--- src/rtl/stream_width_upsizer.sv ---
// Packs RATIO consecutive IN_WIDTH beats into one registered wide word.
// An accepted in_last closes the word early; out_keep marks the filled lanes.
module stream_width_upsizer #(
  parameter int unsigned IN_WIDTH = 32,
  parameter int unsigned RATIO    = 4
) (
  input  logic                        clk,
  input  logic                        rst_n,
  input  logic [IN_WIDTH-1:0]         in_data,
  input  logic                        in_valid,
  input  logic                        in_last,
  output logic                        in_ready,
  output logic [IN_WIDTH*RATIO-1:0]   out_data,
  output logic [RATIO-1:0]            out_keep,
  output logic                        out_last,
  output logic                        out_valid,
  input  logic                        out_ready,
  output logic                        busy
);

  localparam int unsigned CNT_W = (RATIO > 1) ? $clog2(RATIO) : 1;
  localparam logic [CNT_W-1:0] LAST_LANE = CNT_W'(RATIO - 1);

  logic [CNT_W-1:0]                 cnt_q, cnt_d;
  logic [RATIO-1:0][IN_WIDTH-1:0]   word_data_c;
  logic [RATIO-1:0]                 word_keep_c;
  logic [RATIO-1:0][IN_WIDTH-1:0]   out_data_q, out_data_d;
  logic [RATIO-1:0]                 out_keep_q, out_keep_d;
  logic                             out_last_q, out_last_d;
  logic                             out_valid_q, out_valid_d;
  logic                             busy_q, busy_d;
  logic                             accept_c, complete_c;

  // Ready only falls while a finished word is stalled downstream.
  assign in_ready   = ~out_valid_q | out_ready;
  assign accept_c   = in_valid & in_ready;
  assign complete_c = accept_c & (in_last | (cnt_q == LAST_LANE));

  // Per-lane assembly: lanes below cnt come from the buffer, lane cnt from the live beat.
  for (genvar g = 0; g < RATIO; g++) begin : g_lane
    logic sel_c;
    logic below_c;
    assign sel_c   = (cnt_q == CNT_W'(g));
    assign below_c = (cnt_q >  CNT_W'(g));

    if (g < RATIO - 1) begin : g_buf
      logic [IN_WIDTH-1:0] buf_data_q;
      logic                buf_keep_q;

      assign word_data_c[g] = below_c ? buf_data_q : (sel_c ? in_data : '0);
      assign word_keep_c[g] = (below_c & buf_keep_q) | sel_c;

      always_ff @(posedge clk or negedge rst_n) begin
        if (!rst_n) begin
          buf_data_q <= '0;
          buf_keep_q <= 1'b0;
        end else if (complete_c) begin
          buf_data_q <= '0;
          buf_keep_q <= 1'b0;
        end else if (accept_c && sel_c) begin
          buf_data_q <= in_data;
          buf_keep_q <= 1'b1;
        end
      end
    end else begin : g_top
      // The top lane is only ever filled by a completing beat, so it needs no storage.
      assign word_data_c[g] = sel_c ? in_data : '0;
      assign word_keep_c[g] = sel_c;
    end
  end

  // Next-state: a completing beat loads a new word even while the old one drains.
  always_comb begin
    cnt_d       = cnt_q;
    out_data_d  = out_data_q;
    out_keep_d  = out_keep_q;
    out_last_d  = out_last_q;
    out_valid_d = out_valid_q;
    if (complete_c) begin
      cnt_d       = '0;
      out_data_d  = word_data_c;
      out_keep_d  = word_keep_c;
      out_last_d  = in_last;
      out_valid_d = 1'b1;
    end else begin
      if (accept_c) begin
        cnt_d = cnt_q + CNT_W'(1);
      end
      if (out_valid_q && out_ready) begin
        out_valid_d = 1'b0;
      end
    end
    busy_d = (cnt_d != '0) | out_valid_d;
  end

  always_ff @(posedge clk or negedge rst_n) begin
    if (!rst_n) begin
      cnt_q       <= '0;
      out_data_q  <= '0;
      out_keep_q  <= '0;
      out_last_q  <= 1'b0;
      out_valid_q <= 1'b0;
      busy_q      <= 1'b0;
    end else begin
      cnt_q       <= cnt_d;
      out_data_q  <= out_data_d;
      out_keep_q  <= out_keep_d;
      out_last_q  <= out_last_d;
      out_valid_q <= out_valid_d;
      busy_q      <= busy_d;
    end
  end

  assign out_data  = out_data_q;
  assign out_keep  = out_keep_q;
  assign out_last  = out_last_q;
  assign out_valid = out_valid_q;
  assign busy      = busy_q;

endmodule
--- config.mk ---
export PLATFORM = sky130hd
export DESIGN_NAME = stream_width_upsizer
export DESIGN_NICKNAME = d
export VERILOG_FILES = /design/src/rtl/stream_width_upsizer.sv
export SDC_FILE = /design/constraint.sdc
export NUM_CORES = 1
export LEC_CHECK = 0
export CAP_MARGIN = 20
export CORE_ASPECT_RATIO = 1.1
export CORE_MARGIN = 5
export CORE_UTILIZATION = 54
export CTS_CLUSTER_SIZE = 8
export DETAILED_ROUTE_END_ITERATION = 7
export GPL_TIMING_DRIVEN = 0
export PLACE_DENSITY = 0.86
export SYNTH_ARGS = -nofsm -noshare
export SYNTH_HDL_FRONTEND = slang
export SYNTH_SLANG_ARGS = --single-unit
--- constraint.sdc ---
create_clock -name clk -period 2.65 [get_ports clk]
set_input_delay 0.53 -clock clk [delete_from_list [all_inputs] [get_ports clk]]
set_output_delay 0.53 -clock clk [all_outputs]
set_load 0.03 [all_outputs]
==> impl_metrics.py, run 1 <==
metrics = {
    "routing": {
        "drt_first_pass_iters": 6,
        "drtIter0Drc": 1148,
        "num_vias": 9671,
        "vias_per_cell": 6.32,
        "route.detailed.wl_per_inst_um": 22.3,
        "wl_um": 34200,
        "drc": 0,
        "ant_nets": 0,
    },
    "power": {
        "leakagePower_uw": 0.00607,
        "peakVddDrop_uv": 954,
        "power.density_mw_per_mm2": 1170,
    },
    "floorplanning": {
        "die_area_mm2": 0.0231,
        "row_count": 54,
        "die_h_um": 159,
        "core_area_mm2": 0.0199,
        "start_util": 0.548,
        "io_pins": 173,
        "die-width_um": 145,
    },
    "synth": {
        "avgSynthCellArea_um2": 10.2,
        "syn_inst": 1067,
        "synth_top_cell_by_area": "dfrtp_1",
        "synthMostInstantiatedCell": "dfrtp_1",
        "synth_seq_cells": 236,
        "synth_seq_area_share": 0.543,
        "synth_ff_type": "dfrtp_1",
        "syn-num-nets": 1109,
        "synth_edf_count": 0,
        "synth_area_leaders": "dfrtp_1 (54%), mux2_4 (8.3%), o21ai_0 (7.5%), a21oi_1 (6.2%), nand2_1 (4.7%)",
        "yosys.area.top_type_share": 0.543,
        "netlist_area_mm2": 0.0109,
        "synthArstFlopShare": 1.00,
        "yosysWarnings": 0,
        "synth.distinct_cells": 25,
        "yosys-top-cells-count": "dfrtp_1 (236), o21ai_0 (162), a21oi_1 (135), nand2_1 (135), nand3_1 (98)",
    },
    "clock_network": {
        "cts_tree": "done",
        "htreeDepth": 2,
        "worst_skew_pair.late_latency_ns": 0.50,
        "root_buffer": "clkbuf_16",
        "cts_made_buffers": 35,
        "clk_pin_slew_ns": 0.05,
        "clk_path_buf_depth": 3,
        "clock_sinks": 236,
    },
    "sta": {
        "setup_ws_ns": 0.0353,
        "clock.fmax_mhz": 382,
        "fin_crit_ns": 2.61,
        "slew_violations": 0,
        "period_share": 0.987,
        "hold_viol_final": 0,
        "clock_skew_ns": 0.00982,
        "tightest_slew_ns": 0.785,
        "setup_viol": 0,
        "slew_headroom": 0.477,
    },
    "cells_and_area": {
        "stdcell_count": 1531,
        "fill_cells": 1433,
        "nets": 1320,
        "antenna_cells": 0,
        "drive_gt1_frac": 0.126,
        "synthToLayoutAreaGrowth_pct": 28.3,
    },
    "grt": {
        "grt.met1_usage": 0.373,
        "antenna_found_initial": 0,
        "first_global_vias": 9823,
        "grt_overflow": 0,
        "gr-usage-met2": 0.450,
        "grtUsageTotal": 0.288,
        "grt_pass1_wl_um": 54300,
        "gr-max-usage-layer": "met2",
        "grt_max_degree": 96,
        "use_met3": 0.0812,
    },
    "placed_design": {
        "portBuffers": 172,
        "dp_hpwl_um": 23000,
        "gp_congestion": 0.932,
        "placedCellCount": 1493,
        "pre_cts_ws_ns": -0.609,
    },
    "setup_path": {
        "max_stage_delay_ns": 0.50,
        "path_cells": "clkdlybuf4s50_1 -> nor2b_4 -> inv_2 -> buf_2 -> dlygate4sd2_1",
        "path_max_fanout": 19,
        "cp.required_ns": 2.12,
        "worst_ep_arrival_time_ns": 2.08,
        "crit_buf_inv": 4,
        "crit_type": "primary input to output pin",
        "crit_family": "buffers and inverters",
        "crit_slowest_cell": "clkdlybuf4s50_1",
        "worstSetupStartpointType": "primary input",
        "crit_path_end_kind": "output pin",
    },
    "outcome": {
        "status": "complete, no violations",
    },
    "worst_hold_path": {
        "min_path_type": "flip-flop to flip-flop",
    },
    "run": {
        "cap_viol_max_count": 0,
    },
}
==> worst paths after layout <==
check | startpoint | end | slack (ns) | depth (start not counted)
setup / recovery | out_ready | in_ready | 0.04 | 5
hold / removal | out_keep[3] | out_keep[3] | 0.48 | 1
setup reg to reg | cnt_q[1] | g_lane[0].g_buf.buf_data_q[3] | 0.08 | 9
hold reg to reg | out_keep[3] | out_keep[3] | 0.48 | 1
max in group asynchronous | rst_n | g_lane[0].g_buf.buf_data_q[20] | 0.88 | 4
min in group asynchronous | rst_n | out_data[3] | 0.54 | 2
==> state kept, by name, summed over array words and instances (netlist names) <==
signal / flops
g_lane.g_buf.buf_keep_q: 3
busy: 1
cnt_q: 2
g_lane.g_buf.buf_data_q: 96
out_valid: 1
out_data: 128
out_keep: 4
out_last: 1
==> layout by cell type, fill, tap and decap left out, drive strengths merged, types with 2 or more instances in the layout <==
master         Yosys  layout
and2               3       3
o21ai            162     162
nand2            135     135
nor2               6       6
a31oi             35      35
mux2i             34      34
nand3             98      98
and3               2       2
ha                 5       5
a21oi            135     135
nor3               2       2
clkdlybuf4s50      0     170
dfrtp            236     236
buf               47      49
inv                4       4
a22o              32      32
clkbuf            63     100
mux2              65      65
==> kinds of logic after synthesis <==
kind of cell | synth area share
muxes | 0.119
DFF | 0.543
buffers and inverters | 0.0494
AOI/OAI and AO/OA | 0.183
and+or+nand+nor | 0.0994
adders and majority gates | 0.00575
==> final cells by class <==
| class | instances | area, µm² | area share |
|---|---|---|---|
| flip-flops and latches | 236 | 5910 | 0.423 |
| clock inverters | 1 | 30.0 | 0.00215 |
| plain buffers | 109 | 538 | 0.0386 |
| inverters | 4 | 15.0 | 0.00108 |
| multi-input cells | 717 | 4430 | 0.318 |
| clock buffers | 37 | 926 | 0.0664 |
| repair buffers | 175 | 1790 | 0.128 |
| well taps | 252 | 315 | 0.0226 |
==> per-layer routing <==
layer	part of all wire	vias up
li1	-	4185
met1	0.39	4689
met2	0.46	665
met3	0.10	132
met4	0.048	0
met5	0	-
==> metrics by stage <==
stage | hold slack, ns | utilization | cell area (µm²) | total power, µW | TNS, ns
after global routing | 0.500 | 0.703 | 14000 | 17000 | -0.00475
after global placement | 0.470 | 0.650 | 12900 | 12000 | -2090.56
after CTS | 0.485 | 0.702 | 13900 | 16200 | 0
final | 0.480 | 0.703 | 14000 | 16300 | 0
after detailed placement | 0.474 | 0.653 | 13000 | 12100 | -24.94
after floorplan | 0.234 | - | 10900 | 9460 | 0
==> what timing repair did <==
item,in CTS,in global routing
pin swaps,0,0
endpoints found under the setup margin,98,62
endpoints found under the hold margin,59,0
gates resized for setup,6,20
buffers inserted,0,0
hold buffers,1,0
==> power by group <==
part	internal, µW	leakage, µW	switching [µW]
clock	2530	0.000470	1500
sequential	4810	0.00310	720
combinational	2720	0.00250	4020
total	10100	0.00607	6240
Note: power is estimated with default switching activity, not from simulation.
==> run 2: changes to the inputs <==
--- a/config.mk
+++ b/config.mk
@@ -8,11 +8,11 @@
 export CAP_MARGIN = 20
 export CORE_ASPECT_RATIO = 1.1
 export CORE_MARGIN = 5
-export CORE_UTILIZATION = 54
+export CORE_UTILIZATION = 49
 export CTS_CLUSTER_SIZE = 8
 export DETAILED_ROUTE_END_ITERATION = 7
 export GPL_TIMING_DRIVEN = 0
-export PLACE_DENSITY = 0.86
+export PLACE_DENSITY = 0.83
 export SYNTH_ARGS = -nofsm -noshare
 export SYNTH_HDL_FRONTEND = slang
 export SYNTH_SLANG_ARGS = --single-unit
==> constraint.sdc (replaced) <==
create_clock -name clk -period 2.1 [get_ports clk]
set_input_delay 0.42 -clock clk [delete_from_list [all_inputs] [get_ports clk]]
set_output_delay 0.42 -clock clk [all_outputs]
set_load 0.03 [all_outputs]
==> run 2 against run 1 <==
Net effect: the flow now finishes with violations (hold timing); non-clock buffer count decreased by 2; global-route usage decreased by 1.9 points; hold slack got worse by 0.54 ns; flip-flop and latch count unchanged; critical path depth increased by 3; critical path type is now flip-flop to flip-flop; critical endpoint is now out_data[59]; largest cell class unchanged.
==> impl_metrics.py, run 2 (synthesized netlist as in run 1, its figures left out) <==
metrics = {
    "outcome": {
        "status": "finished with violations",
        "violations": "hold timing",
    },
    "placed_design": {
        "placedCellCount": 1535,
        "gp_congestion": 0.891,
        "portBuffers": 172,
        "dp_hpwl_um": 23600,
    },
    "power": {
        "finalPower_uw": 20700,
        "power_frac_clock": 0.245,
        "power.density_mw_per_mm2": 1470,
        "seq_power_share": 0.337,
        "leakagePower_uw": 0.00614,
        "combinationalPowerShare": 0.417,
        "switching_share": 0.383,
        "p_int_uw": 12800,
        "peakVddDrop_uv": 998,
        "power.switching_uw": 7930,
    },
    "clock_network": {
        "cts_tree": "done",
        "cts-hold-fix-buffers": 0,
        "htreeDepth": 2,
        "cts_made_buffers": 35,
        "root_buffer": "clkbuf_16",
        "worst_skew_pair.late_latency_ns": 0.51,
        "clk_pin_slew_ns": 0.05,
        "clock_sinks": 236,
        "clk_path_buf_depth": 3,
    },
    "cells_and_area": {
        "fin_util": 0.641,
        "stdcell_count": 1572,
        "antenna_cells": 0,
        "final_common_cell": "dfrtp_1",
        "synthToLayoutAreaGrowth_pct": 29.4,
        "final_cell_mix": "dfrtp_1 (236), clkdlybuf4s50_1 (170), o21ai_0 (161)",
        "drive_gt1_frac": 0.146,
        "largest_reg_flops": 128,
        "nets": 1318,
    },
    "setup_path": {
        "crit_slowest_cell": "dfrtp_1",
        "path_max_fanout": 17,
        "crit_path_end_kind": "flip-flop",
        "worst-r2r-setup-slack_ns": 0.05,
        "r2r_cells": 8,
        "crit_buf_inv": 4,
        "r2r_end": "out_data[59]",
        "worstSetupStartpointType": "flip-flop",
        "crit_family": "buffers and inverters",
        "path_cells": "clkbuf_8 -> inv_1 -> ha_1 -> buf_6 -> buf_2 -> nand2_1 -> o21ai_0 -> mux2_4",
        "worst_ep_arrival_time_ns": 2.44,
        "crit_type": "flip-flop to flip-flop",
        "r2r-start": "cnt_q[1]",
        "max_stage_delay_ns": 0.42,
        "cp.required_ns": 2.49,
    },
    "sta": {
        "clock.fmax_mhz": 488,
        "slew_violations": 0,
        "clock_skew_ns": 0.0122,
        "tns_ns": 0,
        "tightest_slew_ns": 0.897,
        "hold_viol_final": 28,
        "slew_headroom": 0.402,
        "fin_crit_ns": 2.05,
        "setup_viol": 0,
        "hold_ws_ns": -0.0615,
        "period_share": 0.976,
    },
    "floorplanning": {
        "die_h_um": 166,
        "die-width_um": 152,
        "io_pins": 173,
        "row_count": 57,
        "core_area_mm2": 0.0220,
        "start_util": 0.495,
        "die_area_mm2": 0.0253,
    },
    "routing": {
        "vias_per_cell": 6.11,
        "route.detailed.wl_per_inst_um": 22.2,
        "wl_um": 34900,
        "drc": 0,
        "drt_first_pass_iters": 6,
        "ant_nets": 0,
        "drtIter0Drc": 1047,
        "num_vias": 9601,
    },
    "grt": {
        "grt_overflow": 0,
        "grt_max_degree": 124,
        "antenna_found_initial": 0,
        "grtUsageTotal": 0.270,
        "first_global_vias": 9770,
        "grt_pass1_wl_um": 54900,
    },
    "worst_hold_path": {
        "min_path_type": "primary input to async pin",
    },
    "run": {
        "cap_viol_max_count": 0,
    },
}
-- run 2: cell type report --
class | count | area (µm²)
buffer | 108 | 619
clock buffer | 37 | 926
clock inverter | 1 | 30.0
fill | 1759 | 7890
inverter | 4 | 15.0
multi-input combinational | 717 | 4460
sequential | 236 | 5910
tap | 295 | 369
timing repair buffer | 174 | 1760
-- run 2: timing repair --
action,in CTS,in global routing
gates resized for setup,32,55
setup endpoints to repair,161,121
setup buffers,0,1
-- run 2: worst max-delay path by stage --
stage	startpoint	to	slack, ns	cells past startpoint
floorplan	cnt_q[1]	g_lane[1].g_buf.buf_keep_q	0.06	10
global placement	rst_n	out_data[112]	-9.25	1
detailed placement	out_ready	in_ready	-0.95	6
CTS	out_valid	in_ready	-0.11	4
global route	cnt_q[0]	g_lane[2].g_buf.buf_data_q[16]	-0.001	8
finish	cnt_q[1]	out_data[59]	0.05	8
-- run 2: per-stage QoR --
stage                     instance area [µm²]  setup WS [ns]
after global placement                  13000          -9.25
after detailed placement                13000         -0.950
after CTS                               14000         -0.106
after global routing                    14100       -0.00121
after floorplan                         10900         0.0567
final                                   14100         0.0499
-- run 2: routing by layer --
metal  up-vias  GRT usage  part of all wire
met4         3      0.134             0.053
met2       595      0.443              0.47
met3       126     0.0401             0.079
met1      4692      0.351              0.40
li1       4185          -                 -
met5         -          0            0.0012
-- run 2: power by group through the flow --
stage	combinational [µW]	sequential, µW	clock [µW]
final	8650	6990	5080
after global routing	9140	7150	5330
after CTS	8530	6960	5110
after detailed placement	8390	6990	0
after global placement	8190	6950	0
after floorplan	3370	8570	0
==> run 3: changes to the inputs <==
--- a/config.mk
+++ b/config.mk
@@ -5,10 +5,11 @@
 export SDC_FILE = /design/constraint.sdc
 export NUM_CORES = 1
 export LEC_CHECK = 0
-export CAP_MARGIN = 20
+export CELL_PAD_IN_SITES_DETAIL_PLACEMENT = 0
+export CELL_PAD_IN_SITES_GLOBAL_PLACEMENT = 1
 export CORE_ASPECT_RATIO = 1.1
 export CORE_MARGIN = 5
-export CORE_UTILIZATION = 49
+export CORE_UTILIZATION = 38
 export CTS_CLUSTER_SIZE = 8
 export DETAILED_ROUTE_END_ITERATION = 7
 export GPL_TIMING_DRIVEN = 0
==> run 3 against run 2 <==
Net effect: the flow now finishes without violations; critical path depth down 7; total power down 1.4%; first-iteration DRC count down 19%; global-route usage down 4.9 points; clock power down 4.1%; via count down 3.9%; maximum frequency up 1.0%; worst setup slack better by 0.021 ns; clock skew down 0.0017 ns.
==> impl_metrics.py, run 3 (synthesized netlist as in run 1, its figures left out) <==
metrics = {
    "outcome": {
        "status": "complete, no violations",
    },
    "routing": {
        "wl_um": 35700,
        "drt_first_pass_iters": 5,
        "vias_per_cell": 5.60,
        "drc": 0,
        "num_vias": 9226,
        "ant_nets": 0,
        "drtIter0Drc": 847,
        "route.detailed.wl_per_inst_um": 21.7,
    },
    "grt": {
        "grt_max_degree": 119,
        "grt_pass1_wl_um": 56000,
        "grt_overflow": 0,
        "first_global_vias": 9332,
        "antenna_found_initial": 0,
        "grtUsageTotal": 0.221,
    },
    "clock_network": {
        "root_buffer": "clkbuf_16",
        "cts_made_buffers": 35,
        "htreeDepth": 2,
        "worst_skew_pair.late_latency_ns": 0.50,
        "clock_sinks": 236,
        "clk_pin_slew_ns": 0.05,
        "cts_tree": "done",
        "clk_path_buf_depth": 3,
    },
    "setup_path": {
        "crit_type": "flip-flop to output pin",
        "path_max_fanout": 2,
        "crit_path_end_kind": "output pin",
        "path_cells": "clkdlybuf4s50_1",
        "crit_buf_inv": 1,
        "worst_ep_arrival_time_ns": 1.61,
        "r2r_end": "out_data[65]",
        "cp.required_ns": 1.68,
        "worstSetupStartpointType": "flip-flop",
        "r2r_cells": 5,
        "r2r-start": "cnt_q[0]",
        "max_stage_delay_ns": 0.70,
        "worst-r2r-setup-slack_ns": 0.08,
        "crit_slowest_cell": "clkdlybuf4s50_1",
        "crit_family": "buffers and inverters",
    },
    "sta": {
        "fin_crit_ns": 2.03,
        "clock_skew_ns": 0.0105,
        "period_share": 0.966,
        "setup_viol": 0,
        "tightest_slew_ns": 0.643,
        "slew_violations": 0,
        "hold_ws_ns": 0.339,
        "grt_setup_unrepaired": "true",
        "tns_ns": 0,
        "clock.fmax_mhz": 493,
        "hold_viol_final": 0,
        "slew_headroom": 0.571,
    },
    "power": {
        "peakVddDrop_uv": 726,
        "leakagePower_uw": 0.00612,
        "switching_share": 0.386,
        "combinationalPowerShare": 0.421,
        "p_int_uw": 12500,
        "finalPower_uw": 20400,
        "seq_power_share": 0.341,
        "power_frac_clock": 0.239,
        "power.switching_uw": 7870,
        "power.density_mw_per_mm2": 1440,
    },
    "cells_and_area": {
        "final_common_cell": "dfrtp_1",
        "final_cell_mix": "dfrtp_1 (234), clkdlybuf4s50_1 (170), o21ai_0 (159)",
        "synthToLayoutAreaGrowth_pct": 30.1,
        "largest_reg_flops": 128,
        "drive_gt1_frac": 0.146,
        "antenna_cells": 0,
        "nets": 1321,
    },
    "floorplanning": {
        "row_count": 65,
        "die_area_mm2": 0.0321,
        "start_util": 0.382,
        "io_pins": 173,
        "core_area_mm2": 0.0285,
        "die-width_um": 171,
        "die_h_um": 187,
    },
    "run": {
        "cap_viol_max_count": 0,
    },
    "worst_hold_path": {
        "min_path_type": "primary input to async pin",
    },
    "placed_design": {
        "gp_congestion": 0.871,
        "portBuffers": 172,
        "dp_hpwl_um": 24600,
    },
}
run 3: worst max path at each step:
stage,from,endpoint,cells past startpoint
4_1_cts,out_ready,in_ready,5
6_report,out_data[17],out_data[17],1
5_1_grt,cnt_q[1],g_lane[0].g_buf.buf_data_q[6],9
2_1_floorplan,cnt_q[1],g_lane[1].g_buf.buf_keep_q,10
3_3_place_gp,rst_n,out_data[112],1
3_5_place_dp,out_ready,in_ready,6
run 3: final cells by class:
type / instances / area (µm²)
Fill cell: 2610 / 14300
Inverter: 4 / 15.0
Clock inverter: 2 / 13.8
Clock buffer: 36 / 880
Buffer: 108 / 623
Tap cell: 368 / 460
Timing Repair Buffer: 177 / 1800
Multi-Input combinational cell: 717 / 4450
Sequential cell: 236 / 5910
run 3: through the flow:
stage	utilization	setup WS (ns)	area [µm²]	cells
floorplan	-	0.0567	10900	1067
global placement	0.459	-9.63	13100	1607
detailed placement	0.461	-1.01	13100	1609
CTS	0.495	-0.161	14100	1646
global route	0.497	-0.00803	14200	1648
finish	0.497	0.0706	14200	1648
run 3: metal layers:
layer / up-vias / track usage / share of wire
met4: 0 / 0.0747 / 0.028
li1: 4197 / - / -
met1: 4625 / 0.307 / 0.43
met3: 64 / 0.0414 / 0.064
met2: 340 / 0.349 / 0.48
met5: - / 0 / 0
run 3: power groups by stage:
| stage | logic [µW] | clock network (µW) | registers, µW |
|---|---|---|---|
| after floorplan | 3370 | 0 | 8570 |
| after global placement | 8330 | 0 | 6970 |
| after detailed placement | 8430 | 0 | 6990 |
| after CTS | 8550 | 4930 | 6950 |
| after global routing | 9190 | 5100 | 7140 |
| final | 8590 | 4870 | 6960 |
run 3: repair_timing:
item	CTS	global route
setup buffers	0	2
hold endpoints to repair	19	0
resized for setup	35	56
hold buffers	1	0
setup endpoints to repair	167	157
run 3: worst reg2reg max path: stages (launching register included):
cell	delay (ns)
dfrtp_2	0.47
ha_1	0.25
buf_2	0.22
clkbuf_2	0.27
o21ai_0	0.51
mux2_4	0.25
